[src/rtl/ahb_bus_pkg.sv]
// Shared system-bus definitions: HTRANS encodings and index-width helpers.
package ahb_bus_pkg;

  typedef enum logic [1:0] {
    HTRANS_IDLE   = 2'b00,
    HTRANS_BUSY   = 2'b01,
    HTRANS_NONSEQ = 2'b10,
    HTRANS_SEQ    = 2'b11
  } htrans_e;

  // Binary index width for an n-entry one-hot vector (never below 1 bit).
  function automatic int unsigned idx_w(input int unsigned n);
    return (n < 2) ? 1 : $clog2(n);
  endfunction

  // NONSEQ or SEQ write; IDLE and BUSY never open a data phase.
  function automatic logic is_write_req(input logic [1:0] htrans, input logic hwrite);
    return hwrite && ((htrans == HTRANS_NONSEQ) || (htrans == HTRANS_SEQ));
  endfunction

endpackage

[src/rtl/ahb_wdata_mux_n_if.sv]
// Bundle of address-phase controls, master write data and mux outputs.
interface ahb_wdata_mux_n_if #(
  parameter int unsigned N_MASTERS = 2,
  parameter int unsigned DATA_W    = 32,
  parameter int unsigned CNT_W     = 16
);

  localparam int unsigned IDX_W = ahb_bus_pkg::idx_w(N_MASTERS);

  logic                          HREADY;
  logic [1:0]                    HTRANS_A;
  logic                          HWRITE_A;
  logic [N_MASTERS-1:0]          SEL;
  logic [N_MASTERS*DATA_W-1:0]   HWDATA_IN;
  logic [DATA_W-1:0]             HWDATA;
  logic                          DP_VALID;
  logic [IDX_W-1:0]              DP_MASTER;
  logic                          SEL_ERR;
  logic [CNT_W-1:0]              BEAT_CNT;

  // Bus side: drives grants and data, observes the mux.
  modport master (
    output HREADY, HTRANS_A, HWRITE_A, SEL, HWDATA_IN,
    input  HWDATA, DP_VALID, DP_MASTER, SEL_ERR, BEAT_CNT
  );

  // Mux side.
  modport slave (
    input  HREADY, HTRANS_A, HWRITE_A, SEL, HWDATA_IN,
    output HWDATA, DP_VALID, DP_MASTER, SEL_ERR, BEAT_CNT
  );

endinterface

[src/rtl/onehot_enc.sv]
// One-hot to binary encoder with an exactly-one-bit-set flag.
module onehot_enc
  import ahb_bus_pkg::*;
#(
  parameter int unsigned N  = 2,
  parameter int unsigned IW = idx_w(N)
) (
  input  logic [N-1:0]  onehot,
  output logic [IW-1:0] idx,
  output logic          ok
);

  // OR of set-bit indices; only meaningful when ok is high.
  always_comb begin
    idx = '0;
    for (int unsigned i = 0; i < N; i++) begin
      if (onehot[i]) idx = idx | IW'(i);
    end
  end

  assign ok = (onehot != '0) && ((onehot & (onehot - N'(1))) == '0);

endmodule

[src/rtl/ahb_wdata_mux_n.sv]
// N-master AHB write-data mux tracking the address/data pipeline.
// Define WDATA_REG_EN to register HWDATA (one cycle of added latency).
module ahb_wdata_mux_n
  import ahb_bus_pkg::*;
#(
  parameter int unsigned       N_MASTERS  = 2,
  parameter int unsigned       DATA_W     = 32,
  parameter logic [DATA_W-1:0] IDLE_VALUE = '0,
  parameter int unsigned       CNT_W      = 16
) (
  input  logic              CLK,
  input  logic              RST,
  ahb_wdata_mux_n_if.slave  bus
);

  localparam int unsigned IDX_W = idx_w(N_MASTERS);

  logic                 dp_valid_q, dp_valid_d;
  logic [IDX_W-1:0]     dp_master_q, dp_master_d;
  logic                 sel_err_q, sel_err_d;
  logic [CNT_W-1:0]     beat_cnt_q, beat_cnt_d;

  logic                 wr_req;
  logic                 sel_ok;
  logic [IDX_W-1:0]     sel_idx;
  logic [DATA_W-1:0]    hwdata_sel;

  assign wr_req = is_write_req(bus.HTRANS_A, bus.HWRITE_A);

  onehot_enc #(
    .N  (N_MASTERS),
    .IW (IDX_W)
  ) u_sel_enc (
    .onehot (bus.SEL),
    .idx    (sel_idx),
    .ok     (sel_ok)
  );

  // Pipeline state register.
  always_ff @(posedge CLK) begin
    if (!RST) begin
      dp_valid_q  <= 1'b0;
      dp_master_q <= '0;
      sel_err_q   <= 1'b0;
      beat_cnt_q  <= '0;
    end else begin
      dp_valid_q  <= dp_valid_d;
      dp_master_q <= dp_master_d;
      sel_err_q   <= sel_err_d;
      beat_cnt_q  <= beat_cnt_d;
    end
  end

  // Accepted address phase opens the next data phase; wait states hold it.
  always_comb begin
    dp_valid_d  = dp_valid_q;
    dp_master_d = dp_master_q;
    sel_err_d   = 1'b0;
    beat_cnt_d  = beat_cnt_q;
    if (bus.HREADY) begin
      dp_valid_d = wr_req & sel_ok;
      sel_err_d  = wr_req & ~sel_ok;
      if (sel_ok) dp_master_d = sel_idx;
      if (dp_valid_q) beat_cnt_d = beat_cnt_q + CNT_W'(1);
    end
  end

  // Owner's write data, or the idle value outside a data phase.
  always_comb begin
    hwdata_sel = IDLE_VALUE;
    if (dp_valid_q) begin
      for (int unsigned i = 0; i < N_MASTERS; i++) begin
        if (dp_master_q == IDX_W'(i)) hwdata_sel = bus.HWDATA_IN[i*DATA_W +: DATA_W];
      end
    end
  end

`ifdef WDATA_REG_EN
  logic [DATA_W-1:0] hwdata_q;

  always_ff @(posedge CLK) begin
    if (!RST) hwdata_q <= IDLE_VALUE;
    else      hwdata_q <= hwdata_sel;
  end

  assign bus.HWDATA = hwdata_q;
`else
  assign bus.HWDATA = hwdata_sel;
`endif

  assign bus.DP_VALID  = dp_valid_q;
  assign bus.DP_MASTER = dp_master_q;
  assign bus.SEL_ERR   = sel_err_q;
  assign bus.BEAT_CNT  = beat_cnt_q;

endmodule

[src/flat_wrapper.sv]
// flat-port wrapper written by rule: the top's interface ports become plain ports
module ahb_wdata_mux_n_flat import ahb_bus_pkg::*;
#(
  parameter int unsigned       N_MASTERS  = 2,
  parameter int unsigned       DATA_W     = 32,
  parameter logic [DATA_W-1:0] IDLE_VALUE = '0,
  parameter int unsigned       CNT_W      = 16
)
  (CLK, RST, bus_HREADY, bus_HTRANS_A, bus_HWRITE_A, bus_SEL, bus_HWDATA_IN, bus_HWDATA, bus_DP_VALID, bus_DP_MASTER, bus_SEL_ERR, bus_BEAT_CNT);
  ahb_wdata_mux_n_if #(.N_MASTERS(N_MASTERS), .DATA_W(DATA_W), .CNT_W(CNT_W)) bus_i ();
  input  logic CLK;
  input  logic RST;
  input wire logic [$bits(bus_i.HREADY)-1:0] bus_HREADY;
  input wire logic [$bits(bus_i.HTRANS_A)-1:0] bus_HTRANS_A;
  input wire logic [$bits(bus_i.HWRITE_A)-1:0] bus_HWRITE_A;
  input wire logic [$bits(bus_i.SEL)-1:0] bus_SEL;
  input wire logic [$bits(bus_i.HWDATA_IN)-1:0] bus_HWDATA_IN;
  output wire logic [$bits(bus_i.HWDATA)-1:0] bus_HWDATA;
  output wire logic [$bits(bus_i.DP_VALID)-1:0] bus_DP_VALID;
  output wire logic [$bits(bus_i.DP_MASTER)-1:0] bus_DP_MASTER;
  output wire logic [$bits(bus_i.SEL_ERR)-1:0] bus_SEL_ERR;
  output wire logic [$bits(bus_i.BEAT_CNT)-1:0] bus_BEAT_CNT;
  assign bus_i.HREADY = bus_HREADY;
  assign bus_i.HTRANS_A = bus_HTRANS_A;
  assign bus_i.HWRITE_A = bus_HWRITE_A;
  assign bus_i.SEL = bus_SEL;
  assign bus_i.HWDATA_IN = bus_HWDATA_IN;
  assign bus_HWDATA = bus_i.HWDATA;
  assign bus_DP_VALID = bus_i.DP_VALID;
  assign bus_DP_MASTER = bus_i.DP_MASTER;
  assign bus_SEL_ERR = bus_i.SEL_ERR;
  assign bus_BEAT_CNT = bus_i.BEAT_CNT;
  ahb_wdata_mux_n #(.N_MASTERS(N_MASTERS), .DATA_W(DATA_W), .IDLE_VALUE(IDLE_VALUE), .CNT_W(CNT_W)) u_core (.CLK(CLK), .RST(RST), .bus(bus_i));
endmodule
[config.mk]
export PLATFORM = sky130hd
export DESIGN_NAME = ahb_wdata_mux_n_flat
export DESIGN_NICKNAME = d
export VERILOG_FILES = /design/src/rtl/ahb_bus_pkg.sv /design/src/rtl/ahb_wdata_mux_n_if.sv /design/src/rtl/onehot_enc.sv /design/src/rtl/ahb_wdata_mux_n.sv /design/src/flat_wrapper.sv
export SDC_FILE = /design/constraint.sdc
export NUM_CORES = 1
export LEC_CHECK = 0
export ABC_AREA = 1
export ABC_CLOCK_PERIOD_IN_PS = 1620
export BUFFER_PORTS_ARGS = -buffer_cell sky130_fd_sc_hd__buf_2
export CORE_ASPECT_RATIO = 1.1
export CORE_UTILIZATION = 38
export CTS_CLUSTER_SIZE = 8
export DETAILED_ROUTE_END_ITERATION = 10
export GPL_ROUTABILITY_DRIVEN = 0
export HOLD_SLACK_MARGIN = 0.06
export PLACE_DENSITY_LB_ADDON = 0.25
export SYNTH_ARGS = -nofsm -noshare
export SYNTH_HDL_FRONTEND = slang
export SYNTH_SLANG_ARGS = --single-unit
[constraint.sdc]
create_clock -name CLK -period 1.62 [get_ports CLK]
set_input_delay 0.324 -clock CLK [delete_from_list [all_inputs] [get_ports CLK]]
set_output_delay 0.324 -clock CLK [all_outputs]
set_load 0.05 [all_outputs]
[After elaboration in Yosys (flattened, before gate mapping)]
Index checks and enable logic that the tools add are counted.
Word-level totals
  bits in registers: 19
  bits of input ports: 72
  output and inout port bits: 51
  bits in read-only memories: 0
  bits in latches: 0
  logic and storage cells: 23
  memories kept: 0
  RAM bits: 0
Operators by class
  $mul: 0
  muxes and demuxes: 3
  eq/ne operators: 2
  div/mod/pow operators: 0
  shift operators: 0
  add/sub/neg operators: 2
  bitwise logic cells: 4
  $lt $le $gt $ge: 0
  reductions and logical operators: 8
Operators by type and width (number)
  $mux 32: 2
  $add 16x1->16 const B: 1
  $reduce_and 2->1: 3
  $eq 2x2->1 const B: 2
  $and 1x1->1: 2
  $and 2x2->2: 1
  $logic_and 1x1->1: 2
  $logic_not 2->1: 1
  $reduce_bool 2->1: 1
  $sub 2x1->2 const B: 1
  $logic_or 1x1->1: 1
  $mux 1: 1
  $not 1->1: 1

[Depth between registers and ports, before layout]
Gate-level depths: netlist (run 1).
  depth in word-level cells: 6
  depth in mapped cells: 9
  depth with buffers taken out: 9

[Modules after synthesis]
From an unflattened synthesis (run 1), not the netlist that was laid out.
Unflattened totals
  cells, all modules: 245
  area, all modules: 1396.3 µm²
Modules (own cells, without submodules)
  ahb_wdata_mux_n: instances 1, cells each 239, sequential area each 380.4 µm², area each 1370.1 µm²
  onehot_enc: instances 1, cells each 6, sequential area each 0.0 µm², area each 26.3 µm²

[Least setup slack after synthesis (run 1)]
No wires, ideal clock.
  path type: reg-to-output
  from: register u_core.dp_valid_q, in the netlist u_core.bus.DP_VALID
  to: output port bus_HWDATA[1]
  slack: -514 ps
  stages on the path, launching flop included: 4
  buffers on the path: 1
  required time: 1296 ps
  arrival time: 1810 ps
  path through: dfxtp_1 -> clkbuf_1 -> o21ai_0 -> nor2_1
Between the ends
  longest elaborated chain between the ends: 1
Ends and longest elaborated chain
  from (decl): RTL line ahb_wdata_mux_n.sv:18  | logic dp_valid_q, dp_valid_d;
  from (signal assigned): RTL line ahb_wdata_mux_n.sv:47  | dp_valid_q <= dp_valid_d;
  $mux 32: RTL line ahb_wdata_mux_n.sv:71  | if (dp_valid_q) begin
  to (decl): RTL line flat_wrapper.sv:18  | output wire logic [$bits(bus_i.HWDATA)-1:0] bus_HWDATA;
No other way between the ends.

[Worst setup path in the final report (run 1)]
  from: register u_core.dp_master_q, in the netlist u_core.bus.DP_MASTER
  to: output port bus_HWDATA[30]
Between the ends
  longest elaborated chain between the ends: 2
Ends and longest elaborated chain
  from (decl): RTL line ahb_wdata_mux_n.sv:19  | logic [IDX_W-1:0] dp_master_q, dp_master_d;
  from (signal assigned): RTL line ahb_wdata_mux_n.sv:48  | dp_master_q <= dp_master_d;
  $mux 32: RTL line ahb_wdata_mux_n.sv:73  | if (dp_master_q == IDX_W'(i)) hwdata_sel = bus.HWDATA_IN[i*DATA_W +: DATA_W];
  $mux 32: RTL line ahb_wdata_mux_n.sv:71
No other way between the ends.

==> summary.txt, run 1 <==
Setup path
  – Crit-path max FO: 14
  – Crit path cell chain: clkbuf_16, o21ai_1, nor2_4, buf_6
  – Crit path required time: 1300 ps
  – Crit path DAT: 1390 ps
  – Startpoint Class: register
  – Crit path largest cell delay: 410 ps
  – Crit-path slowest cell: dfxtp_4
  – Crit path kind: reg -> out
  – CP Capture Type: output port

Clock network
  – Worst-Skew Late Latency: 290 ps
  – CTS H-tree lvls: 1
  – Clk root buf: clkbuf_4
  – Clock sinks: 19
  – CTS Buf Count: 3
  – Clk slew on worst S/H paths: 100 ps
  – TritonCTS clock tree: yes
  – Longest Clk Path Bufs: 2

Layout
  – Sequential cell area: 388 um2
  – Commonest cells after routing, fill and taps aside: buf_2, nor2_4, buf_6, nor2_1, nand2_1
  – Area of the multi-input gates: 1390 um2
  – Layout area overhead: 113%
  – Final cell count without fillers: 407
  – Share of cells above drive strength 1: 62.3%
  – Filler instances: 190
  – Nets: 432
  – Commonest non-fill, non-tap cell in the layout: buf_2

Timing
  – Max Freq: 583 MHz
  – Skew final: 4.63 ps
  – RSZ-0062 raised after global routing: yes
  – Setup ws final: -96.1 ps
  – Setup violations, final: 24
  – Final hold viol count: 0
  – Max-slew violations: 0
  – Worst slew pin tran: 344 ps
  – Slew Limit Headroom: 76.8%
  – Final period utilization: 106%
  – Setup TNS: -683 ps
  – Tmin final: 1720 ps

Route
  – Vias: 2252
  – 1st-iter DRT viols: 179
  – Routed Antenna Nets: 0
  – Wire per inst: 19.4 um
  – Final WL: 7880 um
  – Pre-antenna DRT Iters: 4
  – Drt drc: 0
  – DR vias/cell: 5.53

GRT
  – Overflow after GRT: 0
  – Initial antenna violation count: 1
  – First-pass GRT wire length: 7940 um
  – Vias in the first global route: 1686
  – GRT Total Usage: 26.5%
  – Pin count of the biggest net entering global routing: 33

Pwr
  – Power density cells: 393 nW/um2
  – Final Power: 1.16 mW
  – Worst vdd ir: 456 uV
  – Leak: 1.27 nW

Floorplanning
  – Core box area: 3410 um2
  – Total Die Area: 3890 um2
  – Site row count: 22
  – Initial core utilization: 40.6%
  – Chip width: 59.6 um
  – Die Y: 65.3 um
  – I/O pin total: 123

Logic synthesis
  – Synthesized-area fraction occupied by adder cells: 0.903%
  – Main combinational cell family by area after synthesis: simple AND/OR/NAND/NOR gates
  – Yosys Warn Count: 0
  – Post-Syn Area: 1390 um2
  – Synth Area in Compound Gates: 16.9%
  – Syn Inst Count: 233
  – Post-synthesis simple-gate area fraction: 44.7%
  – Synth Area in XOR/XNOR: 3.16%
  – Asr flop ratio synth: 0%
  – Yosys reg bits: 19
  – Top_reg_cell synth: dfxtp_1
  – Number of synthesized flops with an enable pin: 0
  – Mux cell area share after synthesis: 0%
  – Synth Net Count: 306
  – Distinct cell type count after synthesis: 26
  – Register area share after synthesis: 27.5%
  – Syn_area_per_cell: 5.94 um2

Placed design
  – Final HPWL DP: 3580 um
  – # port buffers: 121
  – Inst Count DP: 396

Status
  – Failing checks: setup timing
  – Status: finished with violations

Worst hold path
  – Class of the worst hold path: in -> reg

Flow run
  – Max cap viols: 0
[sequential cells by signal, indices dropped and copies added, names as in the netlist]
register and flops:
u_core.bus.DP_VALID 1, u_core.bus.BEAT_CNT 16, u_core.bus.DP_MASTER 1, u_core.bus.SEL_ERR 1
[what timing repair did]
item,CTS,global route
endpoints found under the hold margin,0,0
setup buffers,0,1
endpoints found under the setup margin,32,32
hold buffers,0,0
gates cloned,0,5
resized for setup,96,76
[cells in the mapped netlist, types with 2 or more instances]
library cell / count / area, um2
nor2_4: 3 / 33.8
nor2_1: 88 / 330
nand3_2: 3 / 30.0
nor3_1: 3 / 15.0
a21oi_1: 7 / 35.0
o21ai_0: 37 / 185
inv_1: 14 / 52.6
xnor2_1: 3 / 26.3
nand3_1: 5 / 25.0
nand2_1: 24 / 90.1
nand3b_1: 2 / 15.0
dfxtp_1: 19 / 380
xor2_1: 2 / 17.5
clkbuf_1: 9 / 33.8
nor2_2: 2 / 12.5
nand2_4: 2 / 22.5
[power by group]
part	switching, mW	internal [mW]
Combinational	0.267	0.174
Clock	0.142	0.0956
Sequential	0.00964	0.469
[critical path: cells and delay by family (launching register included)]
kind | cells | cell delay (ps)
AO/OA/AOI/OAI | 1 | 270
buffers and inverters | 2 | 350
flip-flops | 1 | 410
AND/OR/NAND/NOR | 1 | 70
[per-layer routing]
layer  global-route usage [%]  share of wire [%]  up-vias
met5                        0                  0        -
met4                     11.0                6.5        0
met3                     5.71                8.9       50
met2                     44.8                 50      151
met1                     32.0                 35     1055
li1                         -                  -      996
[cells by family after synthesis]
kind of cell | after synthesis
xor gates and xnor gates | 5
and+or+nand+nor | 137
buffers and inverters | 25
adders and majority gates | 1
AOI/OAI and AO/OA | 46
DFF | 19
[cell type report]
class,count,share of cell area (%)
Multi-Input combinational cell,189,47.2
Timing Repair Buffer,131,34.5
Sequential cell,19,13.2
Inverter,15,2.08
Tap cell,48,2.04
Clock buffer,4,0.892
Antenna cell,1,0.0850
[worst paths after layout]
check / cells after the start / start / slack, ps / to
worst min-delay path: 3 / bus_HWRITE_A / 290 / u_core.bus.SEL_ERR
worst max-delay path: 4 / u_core.bus.DP_MASTER / -100 / bus_HWDATA[30]
worst min register to register: 2 / u_core.bus.BEAT_CNT[7] / 510 / u_core.bus.BEAT_CNT[7]
worst max register to register: 8 / u_core.bus.BEAT_CNT[0] / 210 / u_core.bus.BEAT_CNT[14]
[stage by stage]
step / setup slack (ps) / utilization (%) / hold slack [ps] / instance area (um2)
global route: -116 / 86.3 / 278 / 2950
finish: -96.1 / 86.3 / 289 / 2950
global placement: 205 / 67.7 / 474 / 2310
floorplan: 8.79 / - / 464 / 1620
detailed placement: 175 / 67.7 / 488 / 2310
CTS: -73.5 / 76.5 / 283 / 2610
Note: power is estimated with default switching activity, not from simulation.
==> run 2: changes to the inputs <==
--- a/config.mk
+++ b/config.mk
@@ -10,10 +10,12 @@
 export BUFFER_PORTS_ARGS = -buffer_cell sky130_fd_sc_hd__buf_2
 export CORE_ASPECT_RATIO = 1.1
 export CORE_UTILIZATION = 38
+export CTS_CLUSTER_DIAMETER = 50
 export CTS_CLUSTER_SIZE = 8
 export DETAILED_ROUTE_END_ITERATION = 10
 export GPL_ROUTABILITY_DRIVEN = 0
 export HOLD_SLACK_MARGIN = 0.06
+export MAX_ROUTING_LAYER = met4
 export PLACE_DENSITY_LB_ADDON = 0.25
 export SYNTH_ARGS = -nofsm -noshare
 export SYNTH_HDL_FRONTEND = slang
==> run 2 against run 1 <==
Compared with the run above: the run still ends with setup timing left; critical endpoint is now bus_HWDATA[16]; sequential power is essentially flat; setup slack gained 3.1 ps; utilization shrank 1.8 points; count of clock-buffer cells in the layout is the same; combinational power shrank 4.8%; largest power group unchanged; worst hold slack gained 1.7 ps; die area is the same; sequential share of layout area grew 0.28 points; global-route usage grew 0.66 points; final cell count is the same; flip-flop and latch count is the same.
==> summary.txt, run 2 (synthesis gave the netlist of run 1 again) <==
Clock network
  – Hold_buf cts: 0
  – Longest Clk Path Bufs: 2
  – Worst-Skew Late Latency: 290 ps
  – Clk root buf: clkbuf_4
  – Clk slew on worst S/H paths: 110 ps
  – CTS Buf Count: 3
  – TritonCTS clock tree: yes
  – CTS H-tree lvls: 1
  – Clock sinks: 19

Timing
  – Final period utilization: 106%
  – Max Freq: 584 MHz
  – Setup TNS: -544 ps
  – Max-slew violations: 0
  – Slew Limit Headroom: 78.8%
  – Setup violations, final: 24
  – Worst slew pin tran: 316 ps
  – Setup ws final: -93.0 ps
  – Final hold viol count: 0
  – Skew final: 7.60 ps
  – Tmin final: 1710 ps
  – Hold WS: 290 ps
  – RSZ-0062 raised after global routing: yes

GRT
  – Met3 usage: 5.31%
  – Pin count of the biggest net entering global routing: 33
  – Met1 Track Usage GR: 32.1%
  – M2 GR Usage: 44.8%
  – Overflow after GRT: 0
  – First-pass GRT wire length: 7920 um
  – GRT Total Usage: 27.2%
  – Initial antenna violation count: 0
  – Vias in the first global route: 1693
  – Gr busiest metal: met2

Worst hold path
  – Class of the worst hold path: in -> reg
  – Hold_sp: bus_HWRITE_A

Floorplanning
  – Initial core utilization: 40.6%
  – Core box area: 3410 um2
  – Die Y: 65.3 um
  – Total Die Area: 3890 um2
  – Site row count: 22
  – Chip width: 59.6 um
  – I/O pin total: 123

Pwr
  – Worst vdd ir: 470 uV
  – Leak: 1.27 nW
  – Power density cells: 396 nW/um2

Setup path
  – Launch point of the worst reg-to-reg path: u_core.bus.BEAT_CNT[0]
  – Startpoint Class: register
  – CP Launch Point: u_core.bus.DP_MASTER
  – Crit path largest cell delay: 410 ps
  – Crit path cell chain: clkbuf_16, o21ai_1, nor2_4, buf_8
  – Crit path required time: 1300 ps
  – Crit-path slowest cell: dfxtp_4
  – Crit path DAT: 1390 ps
  – CP Capture Type: output port
  – Crit path kind: reg -> out
  – Crit-path max FO: 14

Placed design
  – Final HPWL DP: 3580 um
  – Inst Count DP: 396
  – # port buffers: 121
  – Setup slack at placement: 175 ps
  – DP Area: 2310 um2

Layout
  – Commonest cells after routing, fill and taps aside: buf_2, nor2_4, buf_6, nor2_1, nand2_1
  – Commonest non-fill, non-tap cell in the layout: buf_2
  – Filler instances: 213
  – Final cell count without fillers: 407
  – Nets: 433
  – Final Instance Area: 2880 um2
  – Share of cells above drive strength 1: 61.3%
  – Layout area overhead: 108%
  – Max reg flops: 16
  – Ant diodes: 0

Route
  – DR vias/cell: 5.34
  – Pre-antenna DRT Iters: 4
  – Final WL: 7320 um
  – Drt drc: 0
  – Wire per inst: 18.0 um
  – Vias: 2174
  – 1st-iter DRT viols: 257
  – Routed Antenna Nets: 0

Status
  – Status: finished with violations
  – Failing checks: setup timing

Flow run
  – Max cap viols: 0
## run 2: per-layer routing
layer | vias to the layer above | part of all wire, % | wire length, um
met5 | - | 0 | 0
met4 | 0 | 4.5 | 330
met3 | 36 | 9.1 | 668
met2 | 130 | 51 | 3760
met1 | 1011 | 35 | 2560
li1 | 997 | - | -
## run 2: worst max-delay path: cells and delay by family (launching register included)
family | cells | cell delay, ps
AOI/OAI and AO/OA | 1 | 290
buffers and inverters | 2 | 340
DFF | 1 | 410
and+or+nand+nor | 1 | 60
## run 2: cell type report
cell class / instances / area, um2 / area share, %
clock buffer: 4 / 26.3 / 0.911
sequential: 19 / 388 / 13.4
tap: 48 / 60.1 / 2.08
timing repair buffer: 132 / 1010 / 35.0
multi-input combinational: 189 / 1340 / 46.5
inverter: 15 / 61.3 / 2.13
## run 2: timing repair
item | 4_1_cts | 5_1_grt
setup buffers | 0 | 2
gates resized for setup | 96 | 63
endpoints found under the setup margin | 32 | 32
cloned | 0 | 5
## run 2: worst paths after layout
| check | to | slack [ps] | depth (start not counted) |
|---|---|---|---|
| setup / recovery | bus_HWDATA[16] | -90 | 4 |
| hold / removal | u_core.bus.SEL_ERR | 290 | 3 |
| setup reg to reg | u_core.bus.BEAT_CNT[14] | 190 | 8 |
| hold reg to reg | u_core.bus.BEAT_CNT[7] | 510 | 2 |
## run 2: metrics by stage
| step | power (mW) | util [%] |
|---|---|---|
| after floorplan | 0.643 | - |
| after global placement | 0.766 | 67.7 |
| after detailed placement | 0.770 | 67.7 |
| after CTS | 1.04 | 76.5 |
| after global routing | 1.18 | 84.5 |
| final | 1.14 | 84.5 |
## run 2: power by group
part	total, mW	switching [mW]	internal, mW
Combinational	0.420	0.251	0.169
Sequential	0.477	0.00806	0.469
Clock	0.244	0.148	0.0956
Total	1.14	0.408	0.734
==> run 3: changes to the inputs <==
--- a/config.mk
+++ b/config.mk
@@ -10,6 +10,7 @@
 export BUFFER_PORTS_ARGS = -buffer_cell sky130_fd_sc_hd__buf_2
 export CORE_ASPECT_RATIO = 1.1
 export CORE_UTILIZATION = 38
+export CTS_BUF_LIST = sky130_fd_sc_hd__clkbuf_8 sky130_fd_sc_hd__clkbuf_16
 export CTS_CLUSTER_DIAMETER = 50
 export CTS_CLUSTER_SIZE = 8
 export DETAILED_ROUTE_END_ITERATION = 10
==> run 3 against run 2 <==
Compared with the run above: the flow still finishes with violations (setup timing); first-iteration DRC count is 51% lower; flip-flop and latch count unchanged; clock power rose by 35%; critical path type unchanged; largest cell class unchanged; largest power group unchanged.
==> summary.txt, run 3 (synthesis gave the netlist of run 1 again) <==
Clock network
  – CTS H-tree lvls: 1
  – Hold_buf cts: 0
  – TritonCTS clock tree: yes
  – Post-CTS Setup Bufs: 0
  – Worst-Skew Late Latency: 260 ps
  – Clk slew on worst S/H paths: 60 ps
  – Clk root buf: clkbuf_8
  – CTS Buf Count: 3
  – Longest Clk Path Bufs: 2
  – Clock sinks: 19

Placed design
  – DP Area: 2310 um2
  – # port buffers: 121
  – Final HPWL DP: 3580 um

Layout
  – Ant diodes: 0
  – Share of cells above drive strength 1: 58.7%
  – Commonest cells after routing, fill and taps aside: buf_2, nor2_4, nor2_2, buf_6, nor2_1
  – Layout area overhead: 96.7%
  – Max reg flops: 16
  – Sequential cell area: 388 um2
  – Commonest non-fill, non-tap cell in the layout: buf_2
  – Nets: 430
  – Filler instances: 254
  – Area of the multi-input gates: 1220 um2
  – Final Instance Area: 2730 um2

GRT
  – Overflow after GRT: 0
  – First-pass GRT wire length: 7970 um
  – Pin count of the biggest net entering global routing: 33
  – Vias in the first global route: 1681
  – Initial antenna violation count: 0
  – GRT Total Usage: 27.7%

Route
  – Routed Antenna Nets: 0
  – Met3 WL post-DR: 500 um
  – Final WL: 6400 um
  – Wire per inst: 15.8 um
  – Top sig layer: met4
  – 1st-iter DRT viols: 127
  – DR WL met2: 3340 um
  – Vias: 2109
  – Pre-antenna DRT Iters: 5
  – DR vias/cell: 5.22
  – Drt drc: 0
  – Met1 WL: 2370 um

Worst hold path
  – Hold path depth: 3
  – Class of the worst hold path: in -> reg
  – Hold_sp: bus_HWRITE_A
  – Worst Hold End: u_core.bus.DP_VALID

Setup path
  – Crit path DAT: 1350 ps
  – Worst r2r dst: u_core.bus.BEAT_CNT[14]
  – Crit path required time: 1300 ps
  – Startpoint Class: register
  – CP Launch Point: u_core.bus.DP_MASTER
  – CP Capture Type: output port
  – Crit path kind: reg -> out
  – Launch point of the worst reg-to-reg path: u_core.bus.DP_VALID
  – Crit-path max FO: 29
  – Worst Reg2Reg Path Length in Cells: 8
  – Reg2reg setup slack: 250 ps

Timing
  – Max-slew violations: 0
  – Setup violations, final: 18
  – Final hold viol count: 0
  – Tmin final: 1680 ps
  – Max Freq: 597 MHz
  – RSZ-0062 raised after global routing: yes
  – Slew Limit Headroom: 75.4%
  – Skew final: 5.34 ps
  – Final period utilization: 103%
  – Setup ws final: -56.4 ps
  – Worst slew pin tran: 366 ps
  – Hold WS: 324 ps

Floorplanning
  – Die Y: 65.3 um
  – I/O pin total: 123
  – Initial core utilization: 40.6%
  – Site row count: 22
  – Chip width: 59.6 um
  – Total Die Area: 3890 um2
  – Core box area: 3410 um2

Flow run
  – Max cap viols: 0

Pwr
  – Fraction of power consumed by sequential logic: 40.6%
  – Clock Power Share: 28.1%
  – Int Power: 0.788 mW
  – Final Power: 1.17 mW
  – Worst vdd ir: 566 uV
  – Logic gate share of total power: 31.3%
  – Sw Share: 32.8%
  – Leak: 1.25 nW
  – Power density cells: 430 nW/um2
  – Net Sw Power: 0.385 mW

Status
  – Failing checks: setup timing
  – Status: finished with violations
-- run 3: area by class of cell --
cell class	instances	area share, %
flip-flops and latches	19	14.2
inverters	15	2.07
multi-input cells	189	44.8
clock inverters	1	0.138
well taps	48	2.20
clock buffers	3	1.52
repair buffers	129	35.1
-- run 3: critical path, stage by stage, from the launching register on --
cell,delay [ps]
dfxtp_4,370
buf_12,160
o21ai_0,310
nor2_2,80
buf_6,160
-- run 3: stage by stage --
stage | TNS, ps | util [%] | std cells | setup WS, ps
after floorplan | 0 | - | 233 | 8.79
after global placement | 0 | 67.7 | 396 | 205
after detailed placement | 0 | 67.7 | 396 | 175
after CTS | -361 | 77.0 | 400 | -32.1
after global routing | -1180 | 79.8 | 404 | -67.6
final | -248 | 79.8 | 404 | -56.4
-- run 3: power groups by stage --
stage | registers (mW) | clock network, mW | logic [mW]
4_1_cts | 0.477 | 0.331 | 0.323
5_1_grt | 0.477 | 0.347 | 0.384
3_5_place_dp | 0.488 | 0 | 0.283
3_3_place_gp | 0.487 | 0 | 0.279
6_report | 0.476 | 0.330 | 0.367
2_1_floorplan | 0.499 | 0 | 0.144
-- run 3: layer usage --
layer  global-route usage, %  up-vias
met1                    32.6      983
met5                       -        -
met3                    5.12       17
met2                    45.2      121
met4                    13.4        0
li1                        -      988
-- run 3: worst max path at each step --
stage / endpoint / slack, ps / depth (start not counted)
2_1_floorplan: u_core.bus.BEAT_CNT[14] / 9 / 8
6_report: bus_HWDATA[0] / -60 / 4
3_5_place_dp: bus_HWDATA[2] / 180 / 4
4_1_cts: bus_HWDATA[0] / -30 / 5
3_3_place_gp: bus_HWDATA[14] / 200 / 4
5_1_grt: bus_HWDATA[16] / -70 / 5
-- run 3: timing repair --
| action | CTS | global route |
|---|---|---|
| resized for setup | 96 | 24 |
| endpoints found under the setup margin | 32 | 32 |
| cloned | 0 | 4 |
